<file path="config.mk">
export PLATFORM = sky130hd
export DESIGN_NAME = ucode_loader
export DESIGN_NICKNAME = d
export VERILOG_FILES = /design/src/rtl/ucode_pkg.sv /design/src/rtl/ucode_word_assembler.sv /design/src/rtl/ucode_loader.sv
export SDC_FILE = /design/constraint.sdc
export NUM_CORES = 1
export LEC_CHECK = 0
export CAP_MARGIN = 20
export CORE_ASPECT_RATIO = 0.6
export CORE_MARGIN = 2
export CORE_UTILIZATION = 30
export CTS_BUF_LIST = sky130_fd_sc_hd__clkbuf_8
export CTS_CLUSTER_DIAMETER = 150
export DETAILED_ROUTE_END_ITERATION = 12
export PLACE_DENSITY = 0.55
export SLEW_MARGIN = 20
export SYNTH_ARGS = -nofsm -noshare
export SYNTH_HDL_FRONTEND = slang
export SYNTH_HIERARCHICAL = 1
export SYNTH_SLANG_ARGS = --single-unit
export TNS_END_PERCENT = 10
</file>
<file path="constraint.sdc">
create_clock -name clk -period 3 [get_ports clk]
set_input_delay 0.3 -clock clk [delete_from_list [all_inputs] [get_ports clk]]
set_output_delay 0.3 -clock clk [all_outputs]
set_load 0.02 [all_outputs]
</file>
<file path="src/rtl/ucode_pkg.sv">
// Shared types and constants for the microcode control-store loader.
package ucode_pkg;

  localparam int UCODE_AW       = 8;
  localparam int UCODE_DW       = 64;
  localparam int UCODE_DEPTH    = 256;
  localparam int BYTES_PER_WORD = 8;

  typedef enum logic [2:0] {
    IDLE,
    COLLECT,
    SETUP,
    STROBE,
    HOLD,
    VERIFY,
    NEXT,
    DONE
  } loader_state_e;

  // States in which the control store is selected.
  function automatic logic cs_active(loader_state_e s);
    return (s == SETUP) || (s == STROBE) || (s == HOLD) || (s == VERIFY);
  endfunction

endpackage

</file>
<file path="src/rtl/ucode_word_assembler.sv">
// Big-endian 8-to-64 byte shift register; word_full flags the byte that completes a word.
module ucode_word_assembler
  import ucode_pkg::*;
(
  input  logic                clk,
  input  logic                reset,
  input  logic                clear,
  input  logic                shift,
  input  logic [7:0]          byte_in,
  output logic [UCODE_DW-1:0] word,
  output logic                word_full
);

  localparam int CW = $clog2(BYTES_PER_WORD);

  logic [CW-1:0] count;

  assign word_full = shift && (count == CW'(BYTES_PER_WORD - 1));

  // NOTE: sequential state is assigned with <= so every flop samples pre-edge values.
  always_ff @(posedge clk) begin
    if (reset) begin
      count <= '0;
      word  <= '0;
    end else if (clear) begin
      count <= '0;
    end else if (shift) begin
      count <= count + 1'b1;
      word  <= {word[UCODE_DW-9:0], byte_in};
    end
  end

endmodule

</file>
<file path="src/rtl/ucode_loader.sv">
// Boot loader: assembles streamed bytes into 64-bit words, writes them to the
// control store with registered active-low strobes, then reads back and compares.
module ucode_loader
  import ucode_pkg::*;
#(
  parameter int WORDS     = 256,
  parameter bit VERIFY_EN = 1'b1
) (
  input  logic        clk,
  input  logic        reset,
  input  logic        start,
  input  logic [7:0]  in_data,
  input  logic        in_valid,
  output logic        in_ready,
  output logic        _ram_cs,
  output logic        _ram_oe,
  output logic        _ram_w,
  output logic [7:0]  ram_addr,
  output logic [63:0] ram_wdata,
  input  logic [63:0] ram_rdata,
  output logic        busy,
  output logic        done,
  output logic        error,
  output logic [7:0]  err_addr
);

  localparam logic [UCODE_AW-1:0] LAST_ADDR = UCODE_AW'(WORDS - 1);

  loader_state_e state, state_next;
  logic          start_load;
  logic          accept;
  logic          word_full;
  logic          last_word;
  logic          mismatch;

  assign in_ready   = (state == COLLECT);
  assign accept     = in_ready && in_valid;
  assign start_load = start && ((state == IDLE) || (state == DONE));
  assign last_word  = (ram_addr == LAST_ADDR);
  assign mismatch   = (ram_rdata != ram_wdata);

  ucode_word_assembler u_asm (
    .clk       (clk),
    .reset     (reset),
    .clear     (start_load || (state == NEXT)),
    .shift     (accept),
    .byte_in   (in_data),
    .word      (ram_wdata),
    .word_full (word_full)
  );

  // NOTE: state_next gets a default before the case so no path leaves it unassigned (no latch).
  always_comb begin
    state_next = state;
    unique case (state)
      IDLE, DONE: if (start) state_next = COLLECT;
      COLLECT:    if (word_full) state_next = SETUP;
      SETUP:      state_next = STROBE;
      STROBE:     state_next = HOLD;
      HOLD:       state_next = VERIFY_EN ? VERIFY : NEXT;
      VERIFY:     state_next = NEXT;
      NEXT:       state_next = last_word ? DONE : COLLECT;
      default:    state_next = IDLE;
    endcase
  end

  // Strobes are decoded from the next state and registered, so they switch
  // cleanly on the same edge as the state they belong to.
  always_ff @(posedge clk) begin
    if (reset) begin
      state    <= IDLE;
      _ram_cs  <= 1'b1;
      _ram_oe  <= 1'b1;
      _ram_w   <= 1'b1;
      ram_addr <= '0;
      busy     <= 1'b0;
      done     <= 1'b0;
      error    <= 1'b0;
      err_addr <= '0;
    end else begin
      state   <= state_next;
      _ram_cs <= !cs_active(state_next);
      _ram_oe <= !(state_next == VERIFY);
      _ram_w  <= !(state_next == STROBE);

      if (start_load) begin
        done     <= 1'b0;
        error    <= 1'b0;
        err_addr <= '0;
        ram_addr <= '0;
        busy     <= 1'b1;
      end

      // Only the first mismatch of a load records its address.
      if (state == VERIFY && mismatch) begin
        error <= 1'b1;
        if (!error) err_addr <= ram_addr;
      end

      if (state == NEXT) begin
        if (last_word) begin
          done <= 1'b1;
          busy <= 1'b0;
        end else begin
          ram_addr <= ram_addr + 1'b1;
        end
      end
    end
  end

endmodule

</file>
==> reports/summary.txt <==
Most frequent cells in the layout -> clkdlybuf4s50_1 (161), dfxtp_1 (92), nand2b_1 (74)
Clock buffer depth -> 2
Placed inst area -> 6290 um^2
Post-Syn Nets -> 536
Status -> finished clean
Fin area -> 6490 um^2
Hold Startpoint -> err_addr[7]
Sw frac -> 26.6%
Worst slew margin -> 40.8%
Slew Viols, Final -> 0
Final hold violation count -> 0
TNS Setup -> 0 ps
Ports -> 163
Final Wtd Congestion -> 0.863
Area of the die -> 16,100 um^2
Unrepaired setup endpoints after global routing -> false
TritonCTS clock tree -> built
Crit path from -> u_asm/word[4]
Layout area overhead -> 43.5%
Die H -> 99.1 um
Share of layout cells above drive strength 1 -> 5.18%
Gate power share -> 16.1%
Seq cells post-synth -> 92
Largest net degree at the start of global routing -> 52
Post-synthesis sequential area ratio -> 40.7%
Synth Warn # -> 6
Antenna diodes -> 0
Starting DRT DRC Count -> 128
# clock sinks -> 92
Clock skew -> 13.3 ps
Fin crit share -> 85.5%
Final setup viols -> 0
Mapped cell area -> 4530 um^2
Psw -> 669 uW
HPWL after DPL -> 11.3 mm
Cell variety after synth -> 39
Root Buffer -> clkbuf_8
Die Wd -> 163 um
Setup WS post-layout -> 434 ps
Commonest non-fill, non-tap cell in the layout -> clkdlybuf4s50_1
CP max FO -> 8
Vias in the first global route -> 3,697
WP data arrival -> 2860 ps
CP endpoint kind -> register
Avg Cell Area, Syn -> 9.90 um^2
R2R Path Start -> u_asm/word[4]
First-pass GRT wire length -> 21.6 mm
Core footprint -> 14,600 um^2
Fill count -> 1,448
Place WS -> 183 ps
Crit start category -> register
Num CTS Buffers -> 9
Min Clock Period, post-route -> 2570 ps
Post-route ant nets -> 0
Clk pwr share -> 33.8%
Clock Latency Late Sink -> 370 ps
Fmax -> 390 MHz
Layout Nets -> 692
Post-CTS setup buffers -> 0
Global route total overflow -> 0
Tightest Pin Transition -> 880 ps
Max Cap Violations -> 0
Via-per-instance ratio -> 4.57
TritonRoute pass-1 iters -> 5
Seq pwr share -> 50.1%
WL/cell -> 17.7 um
Int Pwr -> 1.85 mW
Initial antenna violation count -> 0
Number of remaining DRC errors -> 0
Starting density of the core -> 30.9%
Total Wirelength -> 14.4 mm
Hold Crit Class -> reg2reg
# H-tree levels -> 3
Req. time, crit path -> 3290 ps
IO Port Bufs -> 162
FP Rows -> 34
Leak Pwr -> 2.19 nW
Synth Instances -> 457
Tot GR Track Use -> 17.9%
CTS Hold Bufs -> 0
Crit Path Class -> reg2reg
Via count -> 3,731
Power per standard cell area -> 388 nW/um^2
PostCTS Resize Cnt -> 0
Register clock-pin slew on the reported worst setup and hold paths -> 100 ps
Worst vdd ir -> 0.257 mV
[kinds of logic after synthesis]
family / Yosys count / share of synthesized area, %
AOI/OAI and AO/OA: 31 / 3.90
and+or+nand+nor: 173 / 22.9
adders and majority gates: 3 / 0.830
muxes: 67 / 14.8
xor gates and xnor gates: 67 / 13.0
DFF: 92 / 40.7
buffers and inverters: 24 / 3.84
[flip-flops by register name (all words and copies together), names as in the netlist]
| name | cells |
|---|---|
| busy | 1 |
| done | 1 |
| state | 3 |
| _ram_cs | 1 |
| u_asm/count | 3 |
| _ram_oe | 1 |
| ram_addr | 8 |
| error | 1 |
| err_addr | 8 |
| u_asm/word | 64 |
| _ram_w | 1 |
[power groups by stage]
stage / Sequential, mW / Combinational, mW / Clock [mW]
floorplan: 1.29 / 0.224 / 0
global placement: 1.29 / 0.404 / 0
finish: 1.26 / 0.405 / 0.852
CTS: 1.26 / 0.407 / 0.882
detailed placement: 1.29 / 0.405 / 0
global route: 1.27 / 0.434 / 0.919
[path summary, 6_finish.rpt]
kind / to / slack (ps) / cells past startpoint
max reg2reg: err_addr[5] / 430 / 7
min: err_addr[7] / 460 / 2
min reg2reg: err_addr[7] / 460 / 2
max: err_addr[5] / 430 / 7
[critical path, cell delays in order, from the launching register on]
cell	delay (ps)
dfxtp_1	350
xnor2_1	230
buf_4	180
nand4_1	90
nor4_1	780
nand4_1	300
nand2_2	340
mux2i_1	220
[cells in the mapped netlist]
master | number | share of area, %
nor4_1 | 4 | 0.55
and3_1 | 2 | 0.28
o21ai_1 | 10 | 1.1
nand2_2 | 1 | 0.14
o21ai_0 | 3 | 0.33
and3b_2 | 1 | 0.22
a21oi_1 | 12 | 1.3
buf_6 | 2 | 0.50
a211oi_1 | 1 | 0.17
nand4_1 | 18 | 2.5
nand4b_1 | 1 | 0.19
mux2i_1 | 66 | 15
buf_12 | 4 | 1.8
xor2_1 | 2 | 0.39
clkbuf_1 | 14 | 1.2
nand2_1 | 18 | 1.5
dfxtp_1 | 92 | 41
ha_1 | 3 | 0.83
nand2b_1 | 74 | 10
mux2_1 | 1 | 0.25
or3_1 | 1 | 0.14
nand3_1 | 3 | 0.33
inv_2 | 1 | 0.083
o21ai_2 | 1 | 0.19
nand4bb_1 | 8 | 2.0
and2_1 | 4 | 0.55
xnor2_1 | 65 | 13
a31oi_1 | 1 | 0.14
nor2b_2 | 1 | 0.19
a211o_1 | 1 | 0.19
nor3b_1 | 2 | 0.33
buf_2 | 3 | 0.33
o31ai_2 | 1 | 0.28
nor2_2 | 3 | 0.41
o211ai_1 | 1 | 0.17
nor2b_1 | 3 | 0.41
nand3b_1 | 4 | 0.66
nor3_1 | 8 | 0.88
nor2_1 | 17 | 1.4
[metrics by stage]
| stage | std cells | hold slack [ps] | utilization [%] | power (mW) |
|---|---|---|---|---|
| global route | 816 | 493 | 44.4 | 2.62 |
| detailed placement | 800 | 456 | 43.0 | 1.70 |
| CTS | 816 | 470 | 44.4 | 2.55 |
| finish | 816 | 463 | 44.4 | 2.52 |
| floorplan | 457 | 470 | - | 1.52 |
| global placement | 800 | 455 | 43.0 | 1.69 |
[metal layers]
metal	up-vias	track usage, %	wire (um)
li1	1880	-	-
met1	1725	28.3	7750
met2	116	23.8	5510
met3	10	4.71	1050
met4	0	3.34	94
met5	-	0	0
[cell type report]
cell class	instances	area, um^2	share of cell area (%)
clock inverter	7	73.8	1.14
clock buffer	9	124	1.91
timing repair buffer	168	1690	26.0
tap	198	248	3.82
sequential	92	1840	28.4
inverter	1	3.75	0.0578
multi-input combinational	341	2510	38.7
Power figures use the tool's default switching activity.
